--- config.mk ---
export PLATFORM = sky130hd
export DESIGN_NAME = ieee_to_int32
export DESIGN_NICKNAME = d
export VERILOG_FILES = /design/src/rtl/ieee_pkg.sv /design/src/rtl/ieee_unpack.sv /design/src/rtl/ieee_to_int32.sv
export SDC_FILE = /design/constraint.sdc
export NUM_CORES = 1
export LEC_CHECK = 0
export ABC_CLOCK_PERIOD_IN_PS = 4900
export BUFFER_PORTS_ARGS = -buffer_cell sky130_fd_sc_hd__buf_2
export CORE_AREA = 4 4 100 102
export DETAILED_ROUTE_END_ITERATION = 12
export DIE_AREA = 0 0 104 106
export PLACE_DENSITY = 0.85
export SLEW_MARGIN = 20
export SYNTH_ARGS = -nofsm -noshare
export SYNTH_HDL_FRONTEND = slang
export SYNTH_SLANG_ARGS = --single-unit
--- constraint.sdc ---
create_clock -name clk -period 4.9 [get_ports clk]
set_clock_uncertainty 0.2 [all_clocks]
set_input_delay 0.98 -clock clk [delete_from_list [all_inputs] [get_ports clk]]
set_output_delay 0.98 -clock clk [all_outputs]
set_load 0.1 [all_outputs]
--- src/rtl/ieee_pkg.sv ---
// Shared definitions for the IEEE-754 single-precision conversion blocks:
// field widths, flag positions, FSM states and operand classification.
package ieee_pkg;

  localparam int EXP_BIAS    = 127;
  localparam int MANT_W      = 23;
  localparam int INT_EXP_MAX = 158;
  localparam int ALIGN_EXP   = 150;

  localparam int FLAG_INEXACT  = 0;
  localparam int FLAG_OVERFLOW = 1;
  localparam int FLAG_INVALID  = 2;
  localparam int FLAG_W        = 3;

  localparam logic [31:0] INT_POS_MAX = 32'h7FFF_FFFF;
  localparam logic [31:0] INT_NEG_MIN = 32'h8000_0000;

  typedef enum logic [1:0] {
    IDLE,
    SHIFT,
    DONE
  } state_t;

  typedef enum logic [2:0] {
    CLS_NAN,
    CLS_INF,
    CLS_ZERO_OR_SMALL,
    CLS_OVERFLOW,
    CLS_EXACT_MIN,
    CLS_NORMAL
  } fclass_t;

  // Decoded operand, ready for the alignment shifter.
  typedef struct packed {
    logic              sign;
    fclass_t           cls;
    logic [MANT_W-1:0] mant;
    logic [4:0]        shift_n;
    logic              shift_left;
  } unpack_t;

  function automatic logic [FLAG_W-1:0] make_flags(input logic inexact,
                                                   input logic overflow,
                                                   input logic invalid);
    logic [FLAG_W-1:0] f;
    f                = '0;
    f[FLAG_INEXACT]  = inexact;
    f[FLAG_OVERFLOW] = overflow;
    f[FLAG_INVALID]  = invalid;
    return f;
  endfunction

  function automatic logic [31:0] apply_sign(input logic sign, input logic [31:0] mag);
    return sign ? (~mag + 32'd1) : mag;
  endfunction

endpackage

--- src/rtl/ieee_unpack.sv ---
// Combinational field split and classification of an IEEE-754 single,
// including the alignment shift count and direction toward a 2^0 LSB.
module ieee_unpack
  import ieee_pkg::*;
(
  input  logic [31:0] in_float,
  output unpack_t     unpacked
);

  localparam logic [7:0] EXP_ALL_ONES = 8'hFF;
  localparam logic [7:0] EXP_BIAS_E   = 8'(EXP_BIAS);
  localparam logic [7:0] EXP_MAX_E    = 8'(INT_EXP_MAX);
  localparam logic [7:0] EXP_ALIGN_E  = 8'(ALIGN_EXP);

  logic [7:0]        exp_field;
  logic [MANT_W-1:0] mant_field;
  logic [7:0]        exp_diff;

  assign exp_field  = in_float[30:23];
  assign mant_field = in_float[MANT_W-1:0];

  always_comb begin
    // NOTE: every output gets a default up front so no path through the
    // if/else chain can leave a field unassigned and infer a latch.
    unpacked.sign       = in_float[31];
    unpacked.mant       = mant_field;
    unpacked.cls        = CLS_NORMAL;
    unpacked.shift_n    = '0;
    unpacked.shift_left = 1'b0;
    exp_diff            = '0;

    if (exp_field == EXP_ALL_ONES) begin
      unpacked.cls = (mant_field != '0) ? CLS_NAN : CLS_INF;
    end else if (exp_field < EXP_BIAS_E) begin
      unpacked.cls = CLS_ZERO_OR_SMALL;
    end else if (exp_field >= EXP_MAX_E) begin
      // -2^31 is the single out-of-range-looking value that is representable.
      if (in_float[31] && exp_field == EXP_MAX_E && mant_field == '0)
        unpacked.cls = CLS_EXACT_MIN;
      else
        unpacked.cls = CLS_OVERFLOW;
    end else begin
      unpacked.cls = CLS_NORMAL;
      if (exp_field > EXP_ALIGN_E) begin
        exp_diff            = exp_field - EXP_ALIGN_E;
        unpacked.shift_left = 1'b1;
      end else begin
        exp_diff            = EXP_ALIGN_E - exp_field;
        unpacked.shift_left = 1'b0;
      end
      unpacked.shift_n = exp_diff[4:0];
    end
  end

endmodule

--- src/rtl/ieee_to_int32.sv ---
// Multi-cycle IEEE-754 single to signed int32 converter, round toward zero,
// with valid/ready on both sides and a one-bit-per-cycle alignment shifter.
module ieee_to_int32
  import ieee_pkg::*;
#(
  parameter logic [31:0] NAN_VALUE = 32'h7FFF_FFFF
) (
  input  logic              clk,
  input  logic              rst_n,
  input  logic              in_valid,
  output logic              in_ready,
  input  logic [31:0]       in_float,
  output logic              out_valid,
  input  logic              out_ready,
  output logic [31:0]       out_int,
  output logic [FLAG_W-1:0] out_flags
);

  state_t      state;
  unpack_t     unpacked;
  logic [31:0] mag;
  logic [4:0]  n;
  logic        dir_left;
  logic        sticky;
  logic        sign_q;

  logic [31:0] mag_load;
  logic [31:0] mag_next;
  logic        sticky_next;

  ieee_unpack u_unpack (
    .in_float (in_float),
    .unpacked (unpacked)
  );

  assign in_ready  = (state == IDLE);
  assign out_valid = (state == DONE);
  assign mag_load  = {8'b0, 1'b1, unpacked.mant};

  always_comb begin
    mag_next    = mag;
    sticky_next = sticky;
    if (dir_left) begin
      mag_next = {mag[30:0], 1'b0};
    end else begin
      mag_next    = {1'b0, mag[31:1]};
      sticky_next = sticky | mag[0];
    end
  end

  always_ff @(posedge clk or negedge rst_n) begin
    // NOTE: all state here uses non-blocking assignments so every register
    // samples pre-edge values regardless of statement order.
    if (!rst_n) begin
      state     <= IDLE;
      mag       <= '0;
      n         <= '0;
      dir_left  <= 1'b0;
      sticky    <= 1'b0;
      sign_q    <= 1'b0;
      out_int   <= '0;
      out_flags <= '0;
    end else begin
      unique case (state)
        IDLE: begin
          if (in_valid) begin
            sign_q <= unpacked.sign;
            sticky <= 1'b0;
            unique case (unpacked.cls)
              CLS_NAN: begin
                out_int   <= NAN_VALUE;
                out_flags <= make_flags(1'b0, 1'b0, 1'b1);
                state     <= DONE;
              end
              CLS_INF: begin
                out_int   <= unpacked.sign ? INT_NEG_MIN : INT_POS_MAX;
                out_flags <= make_flags(1'b0, 1'b0, 1'b1);
                state     <= DONE;
              end
              CLS_ZERO_OR_SMALL: begin
                out_int   <= '0;
                out_flags <= make_flags(in_float[30:0] != '0, 1'b0, 1'b0);
                state     <= DONE;
              end
              CLS_EXACT_MIN: begin
                out_int   <= INT_NEG_MIN;
                out_flags <= '0;
                state     <= DONE;
              end
              CLS_OVERFLOW: begin
                out_int   <= unpacked.sign ? INT_NEG_MIN : INT_POS_MAX;
                out_flags <= make_flags(1'b0, 1'b1, 1'b0);
                state     <= DONE;
              end
              default: begin
                mag      <= mag_load;
                n        <= unpacked.shift_n;
                dir_left <= unpacked.shift_left;
                if (unpacked.shift_n == '0) begin
                  out_int   <= apply_sign(unpacked.sign, mag_load);
                  out_flags <= '0;
                  state     <= DONE;
                end else begin
                  state <= SHIFT;
                end
              end
            endcase
          end
        end

        SHIFT: begin
          mag    <= mag_next;
          sticky <= sticky_next;
          n      <= n - 5'd1;
          // Last shift: publish the aligned, signed result in the same edge.
          if (n == 5'd1) begin
            out_int   <= apply_sign(sign_q, mag_next);
            out_flags <= make_flags(sticky_next, 1'b0, 1'b0);
            state     <= DONE;
          end
        end

        DONE: begin
          if (out_ready) state <= IDLE;
        end

        default: state <= IDLE;
      endcase
    end
  end

endmodule

==> flow_summary.json, run 1 <==
{
  "yosysTopAreaCellShare": 0.338,
  "stdcell_count": 817,
  "core_area_um2": 9110,
  "num_vias": 5348,
  "regArea_um2": 1930,
  "wire_per_inst_um": 18.6,
  "max_freq_mhz": 264,
  "period_share": 0.773,
  "max_stage_delay_ps": 480,
  "leakagePower_nw": 2.69,
  "rsz0062_at_grt": "false",
  "hp-class": "reg -> reg",
  "clkPwrFrac": 0.102,
  "max-cap-violations": 0,
  "critical_path_class": "in -> reg",
  "max-slew-margin-rel": 0.356,
  "synth_edf_count": 0,
  "dpl.cell_count": 800,
  "multi_input_area_um2": 3490,
  "final_area_um2": 6210,
  "yosys-top-cells-count": "dfrtp_1, nand2_1, o21ai_0",
  "status": "finished, final reports clean",
  "port_buffers": 72,
  "yosysWarnings": 0,
  "num-nets-final": 747,
  "p_int_mw": 1.86,
  "postPlaceCellArea_um2": 6020,
  "swShare": 0.569,
  "drive_gt1_frac": 0.211,
  "grt_usage": 0.281,
  "detail-route-antenna-nets": 0,
  "yosysSeqAreaShare": 0.338,
  "drv_slew": 0,
  "first_iter_violations": 665,
  "postCtsSetupRepairBufs": 0,
  "setup_viol": 0,
  "dieHeight_um": 106,
  "synth.top_cells.by_area": "dfrtp_1, mux2_2, o21ai_0, mux2i_1, xnor2_1",
  "cp_max_fo": 25,
  "synthFlopType": "dfrtp_1",
  "cts_tree": "yes",
  "n_antenna_cell": 0,
  "fp-row-count": 35,
  "dieWidth_um": 104,
  "slowest_stage": "nor3b_1",
  "end_kind": "flip-flop",
  "clk_latency_ps": 370,
  "dieArea_um2": 11000,
  "cts_sinks": 77,
  "r2r_slack_ps": 1410,
  "dr.pass1.iters": 5,
  "cts_max_level": 3,
  "grt_pass1_wl_um": 25400,
  "antenna_found_initial": 0,
  "syn_nets": 703,
  "syn_area_um2": 5700,
  "hold_violations": 0,
  "synthDistinctLibCells": 65,
  "cp-start-kind": "primary input",
  "post_drt_via_cell_ratio": 6.55,
  "cts.clk_slew.worst_paths_ps": 80,
  "numCtsBuffers": 9,
  "syn2layout_area_growth_pct": 9.05,
  "cts_buffer_depth": 2,
  "initial_core_util": 0.626,
  "drcViolationCount": 0,
  "worstMarginPinSlew_ps": 966,
  "grt_max_degree": 78,
  "fill_cells": 714,
  "cp_cell_sequence": "buf_2, inv_1, ha_1, nor3b_1, nand4_1, nor4_1, a211o_2, a21boi_4, o21ai_0, mux2_2",
  "yosysTopAreaCell": "dfrtp_1",
  "p_comb_frac": 0.603,
  "cts-resized-gates": 0,
  "dp.final_hpwl_um": 10600,
  "power_density_nw_per_um2": 695,
  "ys_ff_latch": 77,
  "power.switching_mw": 2.46,
  "ios": 73,
  "wirelength_um": 15200,
  "period_needed_ps": 3790,
  "p_seq_frac": 0.295,
  "synthArstFlopShare": 1.00,
  "worstPathRequired_ps": 4950,
  "cts-hold-fix-buffers": 0,
  "grt.overflow.total": 0,
  "root_buffer": "clkbuf_8",
  "max-vdd-ir-drop_uv": 733,
  "postSynthCellCount": 657,
  "fin_setup_tns_ps": 0,
  "globalplace.congestion": 0.978,
  "synth.avg_cell_area_um2": 8.67,
  "worst_ep_arrival_time_ps": 3840,
  "grt_pass1_vias": 5008
}
[cells by family after synthesis]
logic type	count (synthesis)	share of synthesized area
multiplexers	70	0.131
XOR/XNOR	52	0.0799
AND/OR/NAND/NOR	203	0.172
AO/OA/AOI/OAI	184	0.208
buffers and inverters	61	0.0490
flip-flops	77	0.338
adder cells (fa/ha/maj)	10	0.0220
[area by class of cell]
class,instances,area share
Inverter,17,0.0103
Clock buffer,11,0.0211
Tap cell,111,0.0224
Clock inverter,5,0.00584
Sequential cell,77,0.310
Timing Repair Buffer,77,0.0677
Multi-Input combinational cell,519,0.562
[worst paths after layout]
check,start,end,cells past startpoint
min,out_int[31],out_int[31],1
max in group asynchronous,rst_n,mag[5],2
max reg2reg,dir_left,out_int[14],8
min in group asynchronous,rst_n,mag[30],1
min reg2reg,out_int[31],out_int[31],1
max,in_float[0],out_int[27],10
[sequential cells by signal (all words and copies together), names as in the netlist]
register	count
dir_left	1
mag	32
n	5
out_flags	3
out_int	32
sign_q	1
state	2
sticky	1
[power by group through the flow]
stage	clock, mW	combinational [mW]	sequential [mW]
floorplan	0	1.31	2.05
global placement	0	2.52	1.25
detailed placement	0	2.57	1.27
CTS	0.442	2.59	1.26
global route	0.473	2.77	1.32
finish	0.438	2.60	1.27
[cells in the final DEF, fill, tap and decap left out, types with 7 or more instances in the layout]
cell type,count
o21ai_0,71
nor4_1,7
mux2_2,35
xor2_1,14
or3_1,10
o31ai_1,13
o211ai_1,9
nor3_1,15
nand3_1,7
nor2_1,49
clkbuf_8,9
ha_1,10
inv_1,17
buf_2,71
nand2_1,77
mux2i_1,34
dfrtp_1,76
xnor2_1,38
a21oi_1,39
o221ai_1,17
[metrics by stage]
step	util	total power [mW]	setup slack [ps]	hold slack (ps)
6_report	0.682	4.32	1110	290
4_1_cts	0.679	4.29	1220	293
5_1_grt	0.682	4.56	822	326
2_1_floorplan	-	3.36	1530	249
3_3_place_gp	0.661	3.77	993	263
3_5_place_dp	0.661	3.84	895	274
[routing by layer]
layer	track usage	vias up	wire, um
met5	0	-	0
met4	0.0912	0	293
met3	0.0504	37	1310
met2	0.431	287	6940
met1	0.405	2555	6620
li1	-	2469	-
[worst max-delay path, delay by kind of cell]
| kind | cells | cell delay, ps |
|---|---|---|
| adders and majority gates | 1 | 160 |
| AOI/OAI and AO/OA | 3 | 940 |
| and+or+nand+nor | 3 | 1250 |
| muxes | 1 | 290 |
| buffers and inverters | 2 | 210 |
(Power assumes the default switching activity.)
==> inputs of run 2 (changes only) <==
--- a/config.mk
+++ b/config.mk
@@ -5,12 +5,12 @@
 export SDC_FILE = /design/constraint.sdc
 export NUM_CORES = 1
 export LEC_CHECK = 0
-export ABC_CLOCK_PERIOD_IN_PS = 4900
+export ABC_CLOCK_PERIOD_IN_PS = 3100
 export BUFFER_PORTS_ARGS = -buffer_cell sky130_fd_sc_hd__buf_2
-export CORE_AREA = 4 4 100 102
+export CORE_AREA = 4 4 109 111
 export DETAILED_ROUTE_END_ITERATION = 12
-export DIE_AREA = 0 0 104 106
-export PLACE_DENSITY = 0.85
+export DIE_AREA = 0 0 113 115
+export PLACE_DENSITY = 0.76
 export SLEW_MARGIN = 20
 export SYNTH_ARGS = -nofsm -noshare
 export SYNTH_HDL_FRONTEND = slang
==> constraint.sdc (replaced) <==
create_clock -name clk -period 3.1 [get_ports clk]
set_clock_uncertainty 0.2 [all_clocks]
set_input_delay 0.62 -clock clk [delete_from_list [all_inputs] [get_ports clk]]
set_output_delay 0.62 -clock clk [all_outputs]
set_load 0.1 [all_outputs]
==> run 2 against run 1 <==
  * Register-to-register slack lost 1300 ps
  * First-iteration DRC count shrank 46%
  * Combinational power grew 68%
  * Via count grew 0.28%
  * Sequential power grew 53%
  * Sequential cell count is the same
  * Cell area grew 6.6%
  * Worst hold slack lost 270 ps
  * Global-route usage shrank 3.3 points
  * Power grew 67%
==> flow_summary.json, run 2 (synthesis results as in run 1) <==
{
  "largestRegisters": "mag x32, out_int x32, n x5",
  "worstPathRequired_ps": 3150,
  "core_area_um2": 10800,
  "fin_setup_tns_ps": 0,
  "regArea_um2": 1930,
  "cts-hold-fix-buffers": 0,
  "worst_ep_arrival_time_ps": 3030,
  "dieWidth_um": 113,
  "hp-class": "in -> async",
  "max-cap-violations": 0,
  "hold_ws_ps": 16.9,
  "dr.pass1.iters": 8,
  "cp-start-kind": "flip-flop",
  "cts.clk_slew.worst_paths_ps": 80,
  "first_iter_violations": 359,
  "post_drt_via_cell_ratio": 6.12,
  "final_common_cell": "nand2_1",
  "initial_core_util": 0.528,
  "hold_violations": 0,
  "n_antenna_cell": 0,
  "fill_cells": 920,
  "mostFrequentLayoutCells": "nand2_1, dfrtp_1, o21ai_0, buf_2, nor2_1",
  "r2r_slack_ps": 110,
  "globalplace.congestion": 0.919,
  "end_kind": "flip-flop",
  "critical_path_class": "reg -> reg",
  "ios": 73,
  "detail-route-antenna-nets": 0,
  "power_density_nw_per_um2": 1090,
  "setup_viol": 0,
  "stdcell_count": 877,
  "rr_worst_depth": 8,
  "period_needed_ps": 2990,
  "dieHeight_um": 115,
  "power.total_mw": 7.23,
  "drcViolationCount": 0,
  "grt_max_degree": 78,
  "clk_latency_ps": 370,
  "numCtsBuffers": 9,
  "worstMarginPinSlew_ps": 661,
  "cts_max_level": 3,
  "rsz0062_at_grt": "false",
  "grt_pass1_wl_um": 26000,
  "leakagePower_nw": 2.90,
  "cts_tree": "yes",
  "dp.final_hpwl_um": 11400,
  "grt_pass1_vias": 5052,
  "root_buffer": "clkbuf_8",
  "drv_slew": 0,
  "cts_buffer_depth": 2,
  "period_share": 0.963,
  "multi_input_area_um2": 3510,
  "max-slew-margin-rel": 0.559,
  "grt_usage": 0.248,
  "fp-row-count": 38,
  "cp_max_fo": 12,
  "status": "finished, final reports clean",
  "worstReg2RegEnd": "out_int[31]",
  "max-vdd-ir-drop_uv": 982,
  "cts_sinks": 77,
  "max_freq_mhz": 335,
  "syn2layout_area_growth_pct": 16.3,
  "grt.overflow.total": 0,
  "port_buffers": 72,
  "drive_gt1_frac": 0.250,
  "dpl.cell_count": 860,
  "num_vias": 5363,
  "wire_per_inst_um": 18.2,
  "antenna_found_initial": 0,
  "dieArea_um2": 13000,
  "num-nets-final": 779,
  "wirelength_um": 16000,
  "worstReg2RegStart": "dir_left"
}
run 2: changes by cell type in the layout (fill, tap and decap cells not counted), sizes merged:
cell,change
buf,+32
bufinv,+2
clkbuf,+1
clkinv,-1
clkinvlp,-2
inv,-1
run 2: layout make-up:
| cell class | count | area share |
|---|---|---|
| inverter | 17 | 0.00963 |
| sequential | 77 | 0.291 |
| clock inverter | 3 | 0.0102 |
| tap | 140 | 0.0264 |
| clock buffer | 12 | 0.0249 |
| multi-input combinational | 519 | 0.529 |
| timing repair buffer | 109 | 0.108 |
run 2: worst max path at each step:
| stage | startpoint | end | slack (ps) |
|---|---|---|---|
| detailed placement | in_float[17] | out_int[24] | -90 |
| global placement | in_float[0] | out_int[14] | -20 |
| CTS | dir_left | out_int[26] | 110 |
| floorplan | dir_left | out_int[24] | -20 |
| finish | dir_left | out_int[31] | 110 |
| global route | dir_left | out_int[31] | 10 |
run 2: worst max-delay path: stages (launching register included):
cell      delay, ps
dfrtp_4         570
buf_4           220
or3_1           430
a211oi_4        330
nand3_4         170
or4_4           450
nand4_1         100
nand3_1          80
mux2_1          300
run 2: through the flow:
step                      utilization  worst slack (ps)  area, um^2
after floorplan                     -             -23.5        5720
after global placement          0.589             -24.3        6360
after detailed placement        0.589             -90.6        6360
after CTS                       0.610               111        6590
after global routing            0.614              9.56        6630
final                           0.614               114        6630
run 2: repair_timing:
action,4_1_cts,5_1_grt
setup endpoints to repair,0,8
buffers inserted,0,1
gates resized for setup,0,2
run 2: per-layer routing:
metal  vias up  GRT usage  wire length, um
li1       2533          -                -
met1      2578      0.365             7280
met2       225      0.376             7300
met3        27     0.0426             1110
met4         0     0.0753              306
met5         -          0                0
run 2: power breakdown:
group	internal, mW	switching, mW	leakage [nW]
combinational	1.31	3.06	1.81
sequential	1.44	0.501	0.984
clock	0.515	0.391	0.115
total	3.27	3.95	2.90
